[config.mk]
export PLATFORM = sky130hd
export DESIGN_NAME = q2_sequencer
export DESIGN_NICKNAME = d
export VERILOG_FILES = /design/src/rtl/q2_ctrl_pkg.sv /design/src/rtl/q2_panel_oneshot.sv /design/src/rtl/q2_sequencer.sv
export SDC_FILE = /design/constraint.sdc
export NUM_CORES = 1
export LEC_CHECK = 0
export BUFFER_PORTS_ARGS = -buffer_cell sky130_fd_sc_hd__buf_2
export CORE_MARGIN = 2
export CORE_UTILIZATION = 42
export CTS_BUF_LIST = sky130_fd_sc_hd__clkbuf_4
export DETAILED_ROUTE_END_ITERATION = 16
export GPL_TIMING_DRIVEN = 0
export RECOVER_POWER = 25
export SETUP_SLACK_MARGIN = 0.3
export SLEW_MARGIN = 5
export SYNTH_ARGS = -nofsm -noshare
export SYNTH_HDL_FRONTEND = slang
export SYNTH_SLANG_ARGS = --single-unit
[constraint.sdc]
create_clock -name clk -period 2.36 [get_ports clk]
set_input_delay 0.236 -clock clk [delete_from_list [all_inputs] [get_ports clk]]
set_output_delay 0.236 -clock clk [all_outputs]
set_load 0.02 [all_outputs]
[src/rtl/q2_ctrl_pkg.sv]
// Shared types and encodings for the Q2 instruction sequencer.
// This package holds the state and panel enums, the opcodes, the X mux selects and the strobe bundle.
package q2_ctrl_pkg;

    typedef enum logic [2:0] {
        ST_HALT  = 3'd0,
        ST_FETCH = 3'd1,
        ST_DEREF = 3'd2,
        ST_LOAD  = 3'd3,
        ST_EXEC  = 3'd4,
        ST_ALU   = 3'd5
    } state_t;

    typedef enum logic [1:0] {
        PNL_IDLE = 2'd0,
        PNL_DEP  = 2'd1,
        PNL_INC  = 2'd2
    } panel_t;

    localparam logic [2:0] OP_NOR = 3'd0;
    localparam logic [2:0] OP_ADD = 3'd1;
    localparam logic [2:0] OP_SHF = 3'd2;
    localparam logic [2:0] OP_AND = 3'd3;
    localparam logic [2:0] OP_LDA = 3'd4;
    localparam logic [2:0] OP_STA = 3'd5;
    localparam logic [2:0] OP_JMP = 3'd6;
    localparam logic [2:0] OP_JNC = 3'd7;

    localparam logic [1:0] XH_DBUS  = 2'd0;
    localparam logic [1:0] XH_ZERO  = 2'd1;
    localparam logic [1:0] XH_P     = 2'd2;
    localparam logic [1:0] XH_SHIFT = 2'd3;
    localparam logic       XL_DBUS  = 1'b0;
    localparam logic       XL_SHIFT = 1'b1;

    typedef struct packed {
        logic       rdp;
        logic       rdx;
        logic       rda;
        logic       wro;
        logic       wra;
        logic       wrx;
        logic       wrp;
        logic       wrm;
        logic       incp;
        logic       wrf;
        logic [1:0] xh_sel;
        logic       xl_sel;
    } strobe_t;

    // Ops 0-4 need an operand fetched into X; STA/JMP/JNC go straight to EXEC.
    function automatic state_t decode_op(input logic [2:0] op);
        return (op <= OP_LDA) ? ST_LOAD : ST_EXEC;
    endfunction

endpackage

[src/rtl/q2_panel_oneshot.sv]
// Front-panel switch conditioner: two-flop synchroniser followed by a rising-edge detector.
// The pulse output is high for exactly one clock per low-to-high transition of sw.
module q2_panel_oneshot (
    input  logic clk,
    input  logic rst_n,
    input  logic sw,
    output logic pulse
);

    logic [2:0] sync_q;
    logic [2:0] sync_d;

    always_comb begin
        sync_d = {sync_q[1:0], sw};
    end

    always_ff @(posedge clk or negedge rst_n) begin
        if (!rst_n) begin
            sync_q <= 3'b000;
        end else begin
            sync_q <= sync_d;
        end
    end

    // sync_q[1] is the first metastability-safe sample and sync_q[2] is its previous value.
    assign pulse = sync_q[1] & ~sync_q[2];

endmodule

[src/rtl/q2_sequencer.sv]
// Q2 instruction sequencer: HALT/FETCH/DEREF/LOAD/EXEC/ALU state machine plus front-panel control.
// Every strobe is decoded from the next state and registered, so the outputs change only on clock edges.
module q2_sequencer
    import q2_ctrl_pkg::*;
#(
    parameter int WIDTH = 12,
    parameter int DIGIT = 1
) (
    input  logic       clk,
    input  logic       rst_n,
    input  logic       run,
    input  logic       step,
    input  logic       incp_sw,
    input  logic       dep_sw,
    input  logic [2:0] ir_op,
    input  logic       ir_deref,
    input  logic       ir_x0,
    input  logic       flag,
    input  logic       alu_cout,
    output logic       rdp,
    output logic       rdx,
    output logic       rda,
    output logic       wro,
    output logic       wra,
    output logic       wrx,
    output logic       wrp,
    output logic       wrm,
    output logic       incp,
    output logic       wrf,
    output logic       fout,
    output logic [1:0] xh_sel,
    output logic       xl_sel,
    output logic       halted
);

    localparam int ALU_CYCLES = WIDTH / DIGIT;
    localparam int CW = (ALU_CYCLES > 1) ? $clog2(ALU_CYCLES) : 1;
    localparam logic [CW-1:0] CNT_LAST = CW'(ALU_CYCLES - 1);

    state_t        state_q, state_d;
    logic          phase_q, phase_d;
    logic [CW-1:0] cnt_q, cnt_d;
    logic [2:0]    op_q, op_d;
    panel_t        pnl_q, pnl_d;
    logic          step_pend_q, step_pend_d;
    strobe_t       str_q, str_d;
    logic          halted_q, halted_d;

    logic step_pulse, incp_pulse, dep_pulse;

    // The shift direction bit steers the datapath shifter directly; the sequencer does not need it.
    logic unused_x0;
    assign unused_x0 = ir_x0;

    q2_panel_oneshot u_step_os (.clk(clk), .rst_n(rst_n), .sw(step),    .pulse(step_pulse));
    q2_panel_oneshot u_incp_os (.clk(clk), .rst_n(rst_n), .sw(incp_sw), .pulse(incp_pulse));
    q2_panel_oneshot u_dep_os  (.clk(clk), .rst_n(rst_n), .sw(dep_sw),  .pulse(dep_pulse));

    always_comb begin
        state_d     = state_q;
        phase_d     = phase_q;
        cnt_d       = cnt_q;
        op_d        = op_q;
        pnl_d       = pnl_q;
        step_pend_d = step_pend_q;

        case (state_q)
            ST_HALT: begin
                case (pnl_q)
                    PNL_DEP: pnl_d = PNL_INC;
                    PNL_INC: pnl_d = PNL_IDLE;
                    default: begin
                        if (dep_pulse) begin
                            pnl_d = PNL_DEP;
                        end else if (incp_pulse) begin
                            pnl_d = PNL_INC;
                        end
                    end
                endcase
                if (step_pulse) begin
                    step_pend_d = 1'b1;
                end
                // A step caught during a deposit waits in step_pend until the panel sequence is idle.
                if (pnl_q == PNL_IDLE && pnl_d == PNL_IDLE &&
                    (run || step_pulse || step_pend_q)) begin
                    state_d     = ST_FETCH;
                    phase_d     = 1'b0;
                    step_pend_d = 1'b0;
                end
            end
            ST_FETCH: begin
                phase_d = ~phase_q;
                if (phase_q) begin
                    op_d    = ir_op;
                    state_d = ir_deref ? ST_DEREF : decode_op(ir_op);
                end
            end
            ST_DEREF: begin
                phase_d = ~phase_q;
                if (phase_q) begin
                    state_d = decode_op(op_q);
                end
            end
            ST_LOAD: begin
                phase_d = ~phase_q;
                if (phase_q) begin
                    state_d = (op_q == OP_LDA) ? ST_EXEC : ST_ALU;
                end
            end
            ST_EXEC: begin
                phase_d = ~phase_q;
                if (phase_q) begin
                    state_d = run ? ST_FETCH : ST_HALT;
                end
            end
            ST_ALU: begin
                if (cnt_q == CNT_LAST) begin
                    cnt_d   = '0;
                    state_d = run ? ST_FETCH : ST_HALT;
                end else begin
                    cnt_d = cnt_q + CW'(1);
                end
            end
            default: begin
                state_d = ST_HALT;
                phase_d = 1'b0;
                cnt_d   = '0;
            end
        endcase

        // Strobes for the cycle about to begin, registered below.
        str_d    = '0;
        halted_d = (state_d == ST_HALT);
        case (state_d)
            ST_HALT: begin
                if (pnl_d == PNL_DEP) begin
                    str_d.rdp = 1'b1;
                    str_d.wrm = 1'b1;
                end else if (pnl_d == PNL_INC) begin
                    str_d.incp = 1'b1;
                end
            end
            ST_FETCH: begin
                str_d.rdp = 1'b1;
                if (phase_d) begin
                    str_d.wro    = 1'b1;
                    str_d.wrx    = 1'b1;
                    str_d.incp   = 1'b1;
                    str_d.xh_sel = XH_P;
                end
            end
            ST_DEREF, ST_LOAD: begin
                str_d.rdx = 1'b1;
                if (phase_d) begin
                    str_d.wrx    = 1'b1;
                    str_d.xh_sel = XH_DBUS;
                    str_d.xl_sel = XL_DBUS;
                end
            end
            ST_EXEC: begin
                if (phase_d) begin
                    case (op_d)
                        OP_LDA: str_d.wra = 1'b1;
                        OP_STA: begin
                            str_d.rda = 1'b1;
                            str_d.wrm = 1'b1;
                        end
                        OP_JMP: str_d.wrp = 1'b1;
                        OP_JNC: str_d.wrp = ~flag;
                        default: ;
                    endcase
                end
            end
            ST_ALU: begin
                str_d.xh_sel = XH_SHIFT;
                str_d.xl_sel = XL_SHIFT;
                str_d.wra    = 1'b1;
                str_d.wrx    = 1'b1;
                str_d.wrf    = (cnt_d == CNT_LAST) && (op_d <= OP_AND);
            end
            default: ;
        endcase
    end

    always_ff @(posedge clk or negedge rst_n) begin
        if (!rst_n) begin
            state_q     <= ST_HALT;
            phase_q     <= 1'b0;
            cnt_q       <= '0;
            op_q        <= OP_NOR;
            pnl_q       <= PNL_IDLE;
            step_pend_q <= 1'b0;
            str_q       <= '0;
            halted_q    <= 1'b1;
        end else begin
            state_q     <= state_d;
            phase_q     <= phase_d;
            cnt_q       <= cnt_d;
            op_q        <= op_d;
            pnl_q       <= pnl_d;
            step_pend_q <= step_pend_d;
            str_q       <= str_d;
            halted_q    <= halted_d;
        end
    end

    assign rdp    = str_q.rdp;
    assign rdx    = str_q.rdx;
    assign rda    = str_q.rda;
    assign wro    = str_q.wro;
    assign wra    = str_q.wra;
    assign wrx    = str_q.wrx;
    assign wrp    = str_q.wrp;
    assign wrm    = str_q.wrm;
    assign incp   = str_q.incp;
    assign wrf    = str_q.wrf;
    assign xh_sel = str_q.xh_sel;
    assign xl_sel = str_q.xl_sel;
    assign halted = halted_q;
    // During a shift the digit ALU reports the shifted-out bit on alu_cout, so one path serves every ALU op.
    assign fout   = str_q.wrf & alu_cout;

endmodule

Yosys cells after proc, flatten, opt, wreduce, memory -nomap -nowiden. Cells that the tools add are included.

Register bits: 37. Output and inout port bits: 15.

$add $sub $neg: 1. $lt $le $gt $ge: 3. Eq/ne operators: 21. Multiplexer cells: 48. Bitwise gates (word level): 9. Reductions and logical operators: 15.

Operators by type and width (count): two-way mux 3 bit (11); equality test 3 bit, second input constant (9); two-way mux 1 bit (19); case mux 3 bit (6 select lines) (1); equality test 3 x 2 -> 1 bit, second input constant (4); two-way mux 2 bit (6); case mux 1 bit (2 select lines) (6); equality test 4 bit, second input constant (2); case mux 2 bit (2 select lines) (2); case mux 4 bit (2 select lines) (1); equality test 3 x 1 -> 1 bit, second input constant (2); less-or-equal comparator 3 bit, second input constant (2); zero test 3 bit (2); inverter 1 bit (5); OR reduction 5 bit (1); adder 4 x 1 -> 4 bit, second input constant (1); AND 1 bit (4); equality test 2 x 1 -> 1 bit, second input constant (2); equality test 2 bit, second input constant (2); zero test 2 bit (2); two-way mux 4 bit (1); OR reduction 4 bit (1); less-or-equal comparator 3 x 2 -> 1 bit, second input constant (1); logical AND 1 bit (3); other kinds (6) (7).

Depth between registers and ports, before layout.
Depth in word-level cells: 14. Mapped depth: 8.

Modules after synthesis. Synthesis repeated with hierarchy kept, for this count alone.

Cells, all modules: 148. Area total of the unflattened synthesis: 1700.4 um^2.

Modules (own cells, without submodules): q2_sequencer (times used 1, cells each 136, area each 1433.9 um^2, sequential area each 676.9 um^2); q2_panel_oneshot (times used 3, cells each 4, area each 88.8 um^2, sequential area each 75.1 um^2).

Worst setup path after synthesis. No wires, ideal clock.

Path kind: flip-flop to flip-flop. From: register pnl_q[0]. To: register str_q, in the netlist incp. Data arrival time: 1.781 ns. Data required time: 2.291 ns. Path slack: 0.510 ns. Cell stages (with the launch flop): 8. Path buffers: 0. Clock period less this slack: 1.850 ns. Cell sequence: dfrtp_1 > inv_1 > ha_1 > o32a_2 > nand4_1 > nand4_4 > mux2_2 > nor2_2.

RTL lines: from (decl) (line q2_sequencer.sv:44) `panel_t pnl_q, pnl_d;`; from (signal assigned) (line q2_sequencer.sv:200) `pnl_q <= pnl_d;`; to (signal assigned) (line q2_sequencer.sv:202) `str_q <= str_d;`; to (decl) (line q2_sequencer.sv:46) `strobe_t str_q, str_d;`.

==> reports/results.env <==
TIMING.FINAL.SETUP_VIOLATIONS=0
CLKLATENCYLATEPIN_PS=360
SYNTHCELLS=149
SYNTH-SEQ-CELLS=36
POSTSYNTHNETCOUNT=165
POST-ROUTE-DRC-COUNT=0
SYNTH_LARGEST_TYPE_AREA_FRACTION_PCT=48.9
MAX_SLEW_MARGIN_PCT=48.1
GRT_PASS1_WL_UM=5870
PROPORTION_OF_POWER_DRAWN_BY_COMBINATIONAL_GATES_PCT=54.5
INITIAL_CELL_DENSITY_OF_THE_CORE_PCT=44.1
PLACEABLECOREAREA_SQ_MM=0.00406
POWER.IR.VDD_WORST_mV=0.755
SEQ_POWER_SHARE_PCT=30.6
CRIT_PATH_MAX_FANOUT=8
CRITICAL_PATH_CLASS='reg2reg'
CP-START-KIND='flip-flop'
CLOCK-SKEW-FINAL_PS=13.1
RUN_STATUS='finished, final reports clean'
FP.DIEAREA_SQ_MM=0.00480
GRT_PASS1_VIAS=1259
DIE_Y_UM=69.3
YS_SEQ_AREA_SHARE_PCT=50.4
NUM_IO_PINS=28
HOLD_VIOL=0
CTS-ROOT-BUF='sky130_fd_sc_hd__clkbuf_4'
STD_CELL_ROWS=23
NUMBER_OF_ANTENNA_VIOLATIONS_AT_THE_FIRST_CHECK_IN_GLOBAL_ROUTING=0
POST_SYNTH_CELL_TYPES=54
BUFFER_PORTS.INSERTED=26
LAYOUT_MIN_CYCLE_TIME_PS=1980
SWITCHINGPOWER_mW=1.35
NETLIST_AREA_SQ_MM=0.00179
TOTAL_OVERFLOW_REPORTED_BY_THE_GLOBAL_ROUTER=0
WL_PER_CELL_UM=14.7
CAP_VIOL_MAX_COUNT=0
BUFS_ON_LONGEST_CLOCK_PATH=2
CTS_INSERTED_BUFFERS=5
VIAS_PER_CELL=5.26
UTILIZATION_PCT=52.8
TIMING.CRITICAL_PATH.TO_TYPE='flip-flop'
DPL.HPWL_UM=2430
YOSYS_WARNINGS=0
WORSTPATHARRIVAL_PS=2280
POST_SYNTH.CELL_AREA_AVG_SQ_UM=12.0
INTPOWER_mW=1.79
POST_ROUTE_CELLS_DRIVE_ABOVE_1_SHARE_PCT=38.3
PLACE_CONGESTION=0.875
TIMING_WORST_SLEW_PIN_VALUE_PS=778
GRT_START_MAX_NET_PINS=37
STATIC-LEAKAGE-POWER_nW=1.03
SYNTH_AREA_LEADER_CELL='sky130_fd_sc_hd__dfrtp_1'
PERIOD_UTILIZATION_PCT=83.9
FIN_SETUP_TNS_PS=0
ANT_NETS=0
DETAILROUTE.VIA_COUNT=1251
YS_TOP_CELLS_BY_AREA='sky130_fd_sc_hd__dfrtp_1 49%, sky130_fd_sc_hd__inv_1 2.9%, sky130_fd_sc_hd__a21oi_1 2.5%'
LAYOUT_NETS=203
FLOORPLAN.DIE.WIDTH_UM=69.3
WORST_EP_REQUIRED_TIME_PS=2660
INSERTEDDIODECOUNT=0
OVERALL_GLOBAL_ROUTING_RESOURCE_USAGE_PCT=15.4
FINAL_MAX_SLEW_VIOL_COUNT=0
AREA_DELTA_SYNTH_FINAL_PCT=19.6
GRT_SETUP_UNREPAIRED='no'
DRTITER0DRC=41
NETSWITCHINGFRACTION_PCT=43.1
TIMING.HOLD.WORST.CLASS='in2reg'
POWER_PER_CELL_AREA_mW_PER_MM2=1460
CLOCK_H_TREE_LEVELS=2
DRT_FIRST_PASS_ITERS=4
MAXCLOCKFREQUENCY_GHz=0.505
CTS_TREE='built'
CLOCK_POWER_SHARE_PCT=14.9
CLK_PIN_SLEW_WORST_PATHS_PS=130
CLOCK_SINKS=36
WIRELENGTH_UM=3510
worst max-delay path, cell delays in order (launching register included):
cell                      delay, ps
sky130_fd_sc_hd__dfrtp_1        440
sky130_fd_sc_hd__inv_2          100
sky130_fd_sc_hd__ha_4           210
sky130_fd_sc_hd__o32a_2         400
sky130_fd_sc_hd__nand4_1        150
sky130_fd_sc_hd__nand4_4        200
sky130_fd_sc_hd__mux2_4         350
sky130_fd_sc_hd__nor2_2          70
power by group through the flow:
stage	Combinational [mW]	Sequential, mW	Clock [mW]
final	1.71	0.961	0.467
after global routing	1.88	0.984	0.508
after CTS	1.61	0.958	0.474
after detailed placement	1.59	0.966	0
after global placement	1.56	0.961	0
after floorplan	1.20	1.02	0
through the flow:
step	power [mW]	cell area (sq um)	hold slack (ps)	instances	setup slack [ps]
6_report	3.14	2140	42.3	238	381
2_1_floorplan	2.22	1790	-59.6	149	510
5_1_grt	3.38	2140	11.8	238	295
3_3_place_gp	2.52	1980	333	225	396
3_5_place_dp	2.55	1980	335	225	350
4_1_cts	3.04	2110	30.7	237	311
logic make-up after synthesis:
logic type,share of synthesized area [%]
compound gates,16.7
fa+ha+maj,2.10
buf+inv,6.78
flops,50.4
mux,3.07
simple gates,21.0
final cells by class:
| type | instances | area (sq um) |
|---|---|---|
| fill | 349 | 1920 |
| sequential | 36 | 902 |
| multi-input combinational | 93 | 795 |
| timing repair buffer | 31 | 178 |
| inverter | 15 | 68.8 |
| tap | 50 | 62.6 |
| buffer | 5 | 52.6 |
| clock inverter | 3 | 46.3 |
| clock buffer | 5 | 37.5 |
timing repair:
item / 4_1_cts / 5_1_grt
hold buffers: 4 / 0
setup endpoints to repair: 0 / 7
setup buffers: 0 / 1
gates resized for setup: 0 / 5
endpoints found under the hold margin: 38 / 0
state kept, by name (all words and copies together) (netlist names):
signal / count
u_incp_os.sync_q: 3
phase_q: 1
xh_sel: 1
incp: 1
wrp: 1
rda: 1
wra: 1
u_dep_os.sync_q: 3
step_pend_q: 1
xl_sel: 1
rdx: 1
rdp: 1
state_q: 3
cnt_q: 4
halted: 1
pnl_q: 2
u_step_os.sync_q: 3
wrm: 1
wrf: 1
wro: 1
op_q: 3
wrx: 1
per-layer routing:
metal  vias up  GRT usage [%]  part of all wire (%)
met2        26           23.2                    48
met3         5           3.78                   5.0
met4         0           6.75                   1.2
li1        604              -                     -
met5         -              0                     0
met1       616           21.1                    46
worst paths after layout:
kind,startpoint,to,slack (ps),cells after the start
worst min-delay path,flag,wrp$_DFF_PN0_,40,2
worst max-delay path,pnl_q[1]$_DFF_PN0_,incp$_DFF_PN0_,380,7
worst max register to register,pnl_q[1]$_DFF_PN0_,incp$_DFF_PN0_,380,7
max in group asynchronous,rst_n,wra$_DFF_PN0_,1380,2
worst min register to register,u_dep_os.sync_q[0]$_DFF_PN0_,u_dep_os.sync_q[1]$_DFF_PN0_,360,0
min in group asynchronous,rst_n,xh_sel[1]$_DFF_PN0_,480,2
synthesized netlist by cell type (all sizes together):
cell,count
mux2i,1
or3,1
nor3,3
nand2,13
o311a,2
and3,1
dfrtp,35
and2b,1
o211a,2
a311oi,1
o221ai,1
nor2b,5
a211oi,1
o2bb2ai,3
nor4b,3
o22ai,2
nand3b,3
o311ai,1
nor4,1
nor2,9
a41o,1
inv,14
dfstp,1
o21ai,4
nand3,4
o21a,2
a22o,2
mux2,4
buf,5
clkinv,1
ha,3
a21oi,9
a31oi,1
a21boi,1
nand2b,1
and2,2
o32a,1
nand4,3
a41oi,1
cell usage in the layout, fill, tap and decap left out, drive strengths merged, types with 3 or more instances in the layout:
master and count:
o21ai 4, mux2 4, o2bb2ai 3, nand3b 3, clkbuf 5, nor3 3, nand3 4, dfrtp 35
inv 15, nand4 3, nor2b 5, ha 3, nor4b 3, buf 32, nand2 13, a21oi 9
nor2 9, dlygate4sd3 4
(Power assumes the default switching activity.)
